## src/rtl/uart_defs_pkg.sv

```systemverilog
// Shared UART definitions: data width, receive FIFO depth and the stored entry layout.
package uart_defs;

    localparam int unsigned UART_DATA_SIZE     = 8;
    localparam int unsigned UART_RX_FIFO_DEPTH = 8;

    typedef struct packed {
        logic                      ferr;
        logic [UART_DATA_SIZE-1:0] data;
    } type_uart_rx_entry_s;

endpackage

```

## src/rtl/uart_rx_fifo_if.sv

```systemverilog
// Receiver-side push, register-block pop and status signals of the UART receive FIFO.
interface uart_rx_fifo_if #(
    parameter int unsigned DEPTH  = 8,
    parameter int unsigned DATA_W = 8,
    parameter int unsigned CNT_W  = $clog2(DEPTH) + 1
);
    logic [DATA_W-1:0] rx_data_i;
    logic              rx_valid_i;
    logic              rx_ferr_i;
    logic              rx_en_i;
    logic              flush_i;
    logic              rd_en_i;
    logic [DATA_W-1:0] rd_data_o;
    logic              rd_ferr_o;
    logic              empty_o;
    logic              full_o;
    logic [CNT_W-1:0]  count_o;
    logic              overrun_o;
    logic [CNT_W-1:0]  watermark_i;
    logic              irq_o;

    modport master (
        output rx_data_i, rx_valid_i, rx_ferr_i, rx_en_i, flush_i, rd_en_i, watermark_i,
        input  rd_data_o, rd_ferr_o, empty_o, full_o, count_o, overrun_o, irq_o
    );

    modport slave (
        input  rx_data_i, rx_valid_i, rx_ferr_i, rx_en_i, flush_i, rd_en_i, watermark_i,
        output rd_data_o, rd_ferr_o, empty_o, full_o, count_o, overrun_o, irq_o
    );
endinterface

```

## src/rtl/uart_fifo_mem.sv

```systemverilog
// Unreset entry storage: one synchronous write port, one combinational read port.
module uart_fifo_mem
    import uart_defs::*;
#(
    parameter int unsigned DEPTH = UART_RX_FIFO_DEPTH,
    parameter int unsigned PTR_W = $clog2(DEPTH)
) (
    input  logic                clk,
    input  logic                we,
    input  logic [PTR_W-1:0]    waddr,
    input  type_uart_rx_entry_s wdata,
    input  logic [PTR_W-1:0]    raddr,
    output type_uart_rx_entry_s rdata
);

    type_uart_rx_entry_s mem_q [DEPTH];

    always_ff @(posedge clk) begin
        if (we) begin
            mem_q[waddr] <= wdata;
        end
    end

    assign rdata = mem_q[raddr];

endmodule

```

## src/rtl/uart_rx_fifo.sv

```systemverilog
// FWFT receive buffer with occupancy count, sticky overrun flag and watermark interrupt.
module uart_rx_fifo
    import uart_defs::*;
#(
    parameter int unsigned DEPTH  = UART_RX_FIFO_DEPTH,
    parameter int unsigned DATA_W = UART_DATA_SIZE,
    parameter int unsigned CNT_W  = $clog2(DEPTH) + 1
) (
    input logic           clk,
    input logic           rst,
    uart_rx_fifo_if.slave bus
);

    localparam int unsigned PTR_W = $clog2(DEPTH);
    localparam logic [CNT_W-1:0] FULL_CNT = CNT_W'(DEPTH);

    logic [PTR_W-1:0]    wr_ptr_q, rd_ptr_q;
    logic [CNT_W-1:0]    count_q;
    logic                overrun_q;
    logic                empty, full;
    logic                push_req, push, pop, drop;
    type_uart_rx_entry_s wr_entry, rd_entry;

    assign empty = (count_q == '0);
    assign full  = (count_q == FULL_CNT);

    assign push_req = bus.rx_valid_i & bus.rx_en_i & ~bus.flush_i;
    assign pop      = bus.rd_en_i & ~empty & ~bus.flush_i;
    // A full FIFO still accepts a byte when the head leaves in the same cycle.
    assign push     = push_req & (~full | pop);
    assign drop     = push_req & full & ~pop;

    assign wr_entry.ferr = bus.rx_ferr_i;
    assign wr_entry.data = bus.rx_data_i;

    uart_fifo_mem #(
        .DEPTH (DEPTH),
        .PTR_W (PTR_W)
    ) u_mem (
        .clk   (clk),
        .we    (push),
        .waddr (wr_ptr_q),
        .wdata (wr_entry),
        .raddr (rd_ptr_q),
        .rdata (rd_entry)
    );

    always_ff @(posedge clk) begin
        if (rst || bus.flush_i) begin
            wr_ptr_q  <= '0;
            rd_ptr_q  <= '0;
            count_q   <= '0;
            overrun_q <= 1'b0;
        end else begin
            if (push) begin
                wr_ptr_q <= wr_ptr_q + 1'b1;
            end
            if (pop) begin
                rd_ptr_q <= rd_ptr_q + 1'b1;
            end
            case ({push, pop})
                2'b10:   count_q <= count_q + 1'b1;
                2'b01:   count_q <= count_q - 1'b1;
                default: count_q <= count_q;
            endcase
            if (drop) begin
                overrun_q <= 1'b1;
            end
        end
    end

    assign bus.rd_data_o = empty ? '0 : rd_entry.data[DATA_W-1:0];
    assign bus.rd_ferr_o = empty ? 1'b0 : rd_entry.ferr;
    assign bus.empty_o   = empty;
    assign bus.full_o    = full;
    assign bus.count_o   = count_q;
    assign bus.overrun_o = overrun_q;
    assign bus.irq_o     = (count_q > bus.watermark_i);

endmodule

```

## src/flat_wrapper.sv

```systemverilog
// flat-port wrapper written by rule: the top's interface ports become plain ports
module uart_rx_fifo_flat import uart_defs::*;
#(
    parameter int unsigned DEPTH  = UART_RX_FIFO_DEPTH,
    parameter int unsigned DATA_W = UART_DATA_SIZE,
    parameter int unsigned CNT_W  = $clog2(DEPTH) + 1
)
  (clk, rst, bus_rx_data_i, bus_rx_valid_i, bus_rx_ferr_i, bus_rx_en_i, bus_flush_i, bus_rd_en_i, bus_watermark_i, bus_rd_data_o, bus_rd_ferr_o, bus_empty_o, bus_full_o, bus_count_o, bus_overrun_o, bus_irq_o);
  uart_rx_fifo_if #(.DEPTH(DEPTH), .DATA_W(DATA_W), .CNT_W(CNT_W)) bus_i ();
  input logic clk;
  input logic rst;
  input wire logic [$bits(bus_i.rx_data_i)-1:0] bus_rx_data_i;
  input wire logic [$bits(bus_i.rx_valid_i)-1:0] bus_rx_valid_i;
  input wire logic [$bits(bus_i.rx_ferr_i)-1:0] bus_rx_ferr_i;
  input wire logic [$bits(bus_i.rx_en_i)-1:0] bus_rx_en_i;
  input wire logic [$bits(bus_i.flush_i)-1:0] bus_flush_i;
  input wire logic [$bits(bus_i.rd_en_i)-1:0] bus_rd_en_i;
  input wire logic [$bits(bus_i.watermark_i)-1:0] bus_watermark_i;
  output wire logic [$bits(bus_i.rd_data_o)-1:0] bus_rd_data_o;
  output wire logic [$bits(bus_i.rd_ferr_o)-1:0] bus_rd_ferr_o;
  output wire logic [$bits(bus_i.empty_o)-1:0] bus_empty_o;
  output wire logic [$bits(bus_i.full_o)-1:0] bus_full_o;
  output wire logic [$bits(bus_i.count_o)-1:0] bus_count_o;
  output wire logic [$bits(bus_i.overrun_o)-1:0] bus_overrun_o;
  output wire logic [$bits(bus_i.irq_o)-1:0] bus_irq_o;
  assign bus_i.rx_data_i = bus_rx_data_i;
  assign bus_i.rx_valid_i = bus_rx_valid_i;
  assign bus_i.rx_ferr_i = bus_rx_ferr_i;
  assign bus_i.rx_en_i = bus_rx_en_i;
  assign bus_i.flush_i = bus_flush_i;
  assign bus_i.rd_en_i = bus_rd_en_i;
  assign bus_i.watermark_i = bus_watermark_i;
  assign bus_rd_data_o = bus_i.rd_data_o;
  assign bus_rd_ferr_o = bus_i.rd_ferr_o;
  assign bus_empty_o = bus_i.empty_o;
  assign bus_full_o = bus_i.full_o;
  assign bus_count_o = bus_i.count_o;
  assign bus_overrun_o = bus_i.overrun_o;
  assign bus_irq_o = bus_i.irq_o;
  uart_rx_fifo #(.DEPTH(DEPTH), .DATA_W(DATA_W), .CNT_W(CNT_W)) u_core (.clk(clk), .rst(rst), .bus(bus_i));
endmodule
```

## config.mk

```make
export PLATFORM = sky130hd
export DESIGN_NAME = uart_rx_fifo_flat
export DESIGN_NICKNAME = d
export VERILOG_FILES = /design/src/rtl/uart_defs_pkg.sv /design/src/rtl/uart_rx_fifo_if.sv /design/src/rtl/uart_fifo_mem.sv /design/src/rtl/uart_rx_fifo.sv /design/src/flat_wrapper.sv
export SDC_FILE = /design/constraint.sdc
export NUM_CORES = 1
export LEC_CHECK = 0
export BUFFER_PORTS_ARGS = -buffer_cell sky130_fd_sc_hd__buf_4
export CORE_MARGIN = 2
export CORE_UTILIZATION = 40
export DETAILED_ROUTE_END_ITERATION = 8
export HOLD_SLACK_MARGIN = 0.15
export PLACE_DENSITY = 0.69
export SKIP_LAST_GASP = 1
export SLEW_MARGIN = 10
export SYNTH_ARGS = -nofsm -noshare
export SYNTH_HDL_FRONTEND = slang
export SYNTH_SLANG_ARGS = --single-unit
export TNS_END_PERCENT = 20
```

## constraint.sdc

```tcl
create_clock -name clk -period 3.1 [get_ports clk]
set_input_delay 0.31 -clock clk [delete_from_list [all_inputs] [get_ports clk]]
set_output_delay 0.31 -clock clk [all_outputs]
set_load 0.01 [all_outputs]
```

**Word level (Yosys, flattened, before mapping)**

Memory sizes are Yosys's and may differ from the RTL's. A register that Yosys moved wholly into a read port is not among the register bits.
Index checks and enable logic that the tools add are counted.

- Memories kept: 1
- Output and inout port bits: 17
- Bits of input ports: 19
- Logic and storage cells: 35
- RAM bits: 72
- Bits in registers: 11

- Equality and inequality tests: 3
- Reduce and logical (&&, ||, !) cells: 3
- Mux-type cells: 7
- Bitwise operators: 12
- Magnitude comparators: 1
- $add $sub $neg: 4

Memory list:

| name | depth | width | read ports | clocked after memory_dff | wr ports | line | RTL |
|---|---|---|---|---|---|---|---|
| u_core.u_mem.mem_q | 8 | 9 | 1 | 1 | 1 | uart_fifo_mem.sv:16 | `type_uart_rx_entry_s mem_q [DEPTH];` |

Operators with widths:

| kind | number |
|---|---|
| $mux 8 | 1 |
| $pmux 4 s2 | 1 |
| $and 1x1->1 | 7 |
| $add 3x1->3 const B | 2 |
| $mux 3 | 2 |
| $add 4x1->4 const B | 1 |
| $eq 4x4->1 const B | 1 |
| $gt 4x4->1 | 1 |
| $logic_not 4->1 | 1 |
| $not 1->1 | 4 |
| $sub 4x1->4 const B | 1 |
| $mux 1 | 3 |
| $eq 2x1->1 const B | 1 |
| $eq 2x2->1 const B | 1 |
| $reduce_bool 2->1 | 1 |
| $logic_or 1x1->1 | 1 |
| $or 1x1->1 | 1 |

**Depth between registers and ports, before layout**

- Depth after elaboration: 8
- Gate-level depth with buffers: 8

**Hierarchy**

From an unflattened synthesis, not the netlist that was laid out.

- Cell total of the unflattened synthesis: 209
- Area, all modules: 3623.5 sq um

By module, submodules not included:

| module | times used | seq. area each (sq um) | area an instance (sq um) | cells an instance |
|---|---|---|---|---|
| uart_fifo_mem | 1 | 2162.1 | 2839.0 | 117 |
| uart_rx_fifo | 1 | 220.2 | 784.5 | 92 |

**Least setup slack after synthesis**

OpenSTA, ideal clock, no wires.

- Kind: register to register
- Start point: register u_core.count_q[1] (netlist: u_core.bus.count_o[1])
- End point: register u_core.count_q[2] (netlist: u_core.bus.count_o[2])
- Setup time: 72 ps
- Required time: 3028 ps
- Period minus slack after synthesis: 2495 ps
- Data arrival time: 2423 ps
- Cell stages (with the launch flop): 9
- Path buffers: 1
- Slack: 605 ps
- Path through: dfxtp_1 buf_6 o41ai_2 nor3_1 xor2_1 ha_1 or4b_2 a211oi_2 mux2i_1

- Cells in the longest elaborated chain, start to end: 8

Ends and longest elaborated chain:

| item | line | RTL |
|---|---|---|
| start: declaration | uart_rx_fifo.sv:18 | `logic [CNT_W-1:0] count_q;` |
| start signal: assignment | uart_rx_fifo.sv:62 | `2'b10: count_q <= count_q + 1'b1;` |
| start signal: assignment | uart_rx_fifo.sv:63 | `2'b01: count_q <= count_q - 1'b1;` |
| start signal: assignment | uart_rx_fifo.sv:64 | `default: count_q <= count_q;` |
| $logic_not 4->1 | uart_rx_fifo.sv:24 | `assign empty = (count_q == '0);` |
| $not 1->1 | uart_rx_fifo.sv:28 | `assign pop = bus.rd_en_i & ~empty & ~bus.flush_i;` |
| $and 1x1->1 (2 in a row) | uart_rx_fifo.sv:28 |  |
| $or 1x1->1 | uart_rx_fifo.sv:30 | `assign push = push_req & (~full \| pop);` |
| $and 1x1->1 | uart_rx_fifo.sv:30 |  |
| $eq 2x1->1 or $eq 2x2->1 (tied branches) | uart_rx_fifo.sv:61 | `case ({push, pop})` |
| $pmux 4 s2 or $reduce_bool 2->1 (tied branches) | - |  |

Several ways; a longest one is shown, not always the timed one.
A chain may end at the register's enable or synchronous reset.

**Final worst setup path**

- Start point: register u_core.count_q[3] (netlist: u_core.bus.count_o[3])
- End point: register u_core.count_q[2] (netlist: u_core.bus.count_o[2])

Same word-level chain as after synthesis.

==> out/qor.yml <==
run_status:
  outcome: "finished clean"
synth:
  ys_seq_area_frac: 0.6801
  syn_nets: 244
  synth_edf_count: 72
  ys_seq_elements: 86
  synthCells: 218
  synthFlopType: "edfxtp_1"
  syn_area_per_cell_sq_um: 16.47
  ys.warnings.count: 0
  syn_area_sq_um: 3591
  yosysUniqueCellTypes: 35
  synthArstFlopShare: 0
clock_network:
  clock_latency_ns: 0.35
  clock_path_buffers: 2
  cts_setup_buffers: 0
  clock-sinks: 86
  cts_hold_buf: 0
  cts_root_buffer: "clkbuf_8"
  cts_resized: 0
  clkTransAtPathRegs_ns: 0.09
  cts_tree: "yes"
  cts_htree_levels: 3
  cts_inserted_buffers: 9
drt:
  route.detailed.drc: 0
  detail_route.first_pass.iterations: 4
  detail_route.wirelength_mm: 6.463
  via_per_inst: 5.253
  drtIter0Drc: 130
  num_vias: 1970
  wire_per_inst_um: 17.23
  ant_nets: 0
floorplan:
  die_w_um: 98.75
  start_util: 0.4118
  io_pins: 36
  die_h_um: 98.75
  core_area_sq_um: 8721
  fp.dieArea_sq_um: 9752
  row_count: 34
setup_path:
  worst_ep_arrival_time_ns: 2.94
  crit_fanout: 8
  cp.required_ns: 3.38
  crit_type: "reg2reg"
  cp-end-kind: "register"
  critPathLaunchType: "register"
timing:
  drv_slew: 0
  finalSetupViolations: 0
  layout_min_cycle_time_ns: 2.659
  rsz0062_at_grt: "no"
  worstMarginPinSlew_ns: 0.9053
  fin_setup_tns_ns: 0
  hold_viol: 0
  fin_skew_ns: 0.01155
  finalCritPeriodShare: 0.8578
  fmax_mhz: 376.1
  slew_headroom: 0.3942
global_route:
  grt_max_degree: 19
  overflow: 0
  antenna_found_initial: 0
  grt_pass1_wl_mm: 10.54
  grt_use_total: 0.1434
  first_global_vias: 2016
power_and_ir_drop:
  powerDensity_nw_per_um2: 504.1
  p_comb_frac: 0.044
  ir_drop_v: 0.0002213
  finalPower_mw: 2.115
  pwr-share-clk: 0.361
  switchingPower_mw: 0.4451
  pwr-share-seq: 0.595
  switching_share: 0.2105
  internal_power_mw: 1.670
  p_leak_nw: 1.417
cells_and_area:
  antenna_cells: 0
  drive_gt1_frac: 0.3221
  fillers: 724
  seq_area_sq_um: 2442
  multi_input_area_sq_um: 1067
  layout.nets: 289
  area_delta_synth_final_pct: 16.83
place:
  place_congestion: 0.8183
  dp_hpwl_mm: 4.269
  numPortBuffers: 35
run:
  cap_violations: 0
min_path:
  hp-class: "in2reg"
## layout by cell type, fill, tap and decap left out, types with 3 or more instances in the layout
| cell type | n |
|---|---|
| nor3_1 | 7 |
| inv_1 | 6 |
| mux2i_1 | 12 |
| mux4_2 | 18 |
| dfxtp_1 | 14 |
| nand2_1 | 7 |
| ha_1 | 7 |
| o21a_1 | 3 |
| nor2_1 | 23 |
| clkbuf_8 | 9 |
| clkinvlp_4 | 3 |
| buf_4 | 44 |
| nand3_1 | 4 |
| xor2_1 | 4 |
| a21oi_1 | 6 |
| edfxtp_1 | 72 |
## synth_stat cells, types with 3 or more instances
master,number,area share
nand3_1,4,0.0056
inv_1,6,0.0063
a21oi_1,6,0.0084
buf_1,3,0.0031
dfxtp_1,14,0.078
nor3_1,7,0.0098
mux4_2,18,0.11
mux2i_1,12,0.033
o21a_1,3,0.0063
edfxtp_1,72,0.60
xor2_1,4,0.0098
clkbuf_1,3,0.0031
ha_1,7,0.024
nor2_1,23,0.024
nand2_1,7,0.0073
## area by class of cell
cell class	instances	share of cell area
tap	108	0.03221
inverter	7	0.006263
clock buffer	9	0.02953
sequential	86	0.5822
timing repair buffer	44	0.07874
clock inverter	6	0.01670
multi-input combinational	115	0.2544
## registers in the layout, summed over array words and instances (netlist names), named ones only
| name | cells |
|---|---|
| u_core.u_mem.mem_q | 72 |
| u_core.bus.count_o | 4 |
| u_core.rd_ptr_q | 3 |
| u_core.wr_ptr_q | 3 |
| u_core.bus.overrun_o | 1 |
## critical path: stages, from the launching register on
cell      delay [ns]
dfxtp_1         0.40
o41ai_2         0.64
nor3_1          0.12
xor2_1          0.17
ha_1            0.21
or4b_2          0.65
a211oi_2        0.22
mux2i_1         0.19
## layer usage
layer  GRT usage  routed length [um]  vias to the layer above
li1            -                   -                      936
met5           0                   0                        -
met1      0.1823                2876                      974
met3     0.05177                 304                       10
met4     0.04110                  94                        0
met2      0.2328                3187                       50
## through the flow
stage               std cells  instance area [sq um]  utilization  setup slack [ns]  hold WS, ns
finish                    375                   4195       0.4811            0.4409       0.1846
global route              375                   4195       0.4811            0.2197       0.1679
CTS                       375                   4195       0.4811            0.4396       0.1655
detailed placement        360                   4001       0.4588            0.4811       0.4657
global placement          360                   4001       0.4588            0.5455       0.4697
floorplan                 218                   3591            -            0.6050       0.4089
## power groups by stage
stage | Clock (mW) | Sequential (mW) | Combinational, mW
final | 0.764 | 1.26 | 0.0934
after floorplan | 0 | 1.28 | 0.0465
after global placement | 0 | 1.28 | 0.0926
after detailed placement | 0 | 1.28 | 0.0947
after CTS | 0.785 | 1.26 | 0.0949
after global routing | 0.834 | 1.26 | 0.105
## logic make-up after synthesis
family / count (synthesis) / share of synthesized area
buf+inv: 17 / 0.02265
simple gates: 54 / 0.07282
xor+xnor: 4 / 0.009755
mux: 30 / 0.1463
flops: 86 / 0.6801
fa+ha+maj: 7 / 0.02439
compound gates: 20 / 0.04390
## worst paths after layout
check,slack [ns],start,endpoint,cells after the start
hold reg to reg,0.49,u_core.rd_ptr_q[1]$_SDFFE_PP0N_,register,2
setup reg to reg,0.44,u_core.bus.count_o[3]$_SDFFE_PP0P_,u_core.bus.count_o[2]$_SDFFE_PP0P_,7
hold / removal,0.18,bus_rx_data_i[7],u_core.u_mem.mem_q[5][7]$_DFFE_PP_,1
setup / recovery,0.44,u_core.bus.count_o[3]$_SDFFE_PP0P_,u_core.bus.count_o[2]$_SDFFE_PP0P_,7
(Power assumes the default switching activity.)
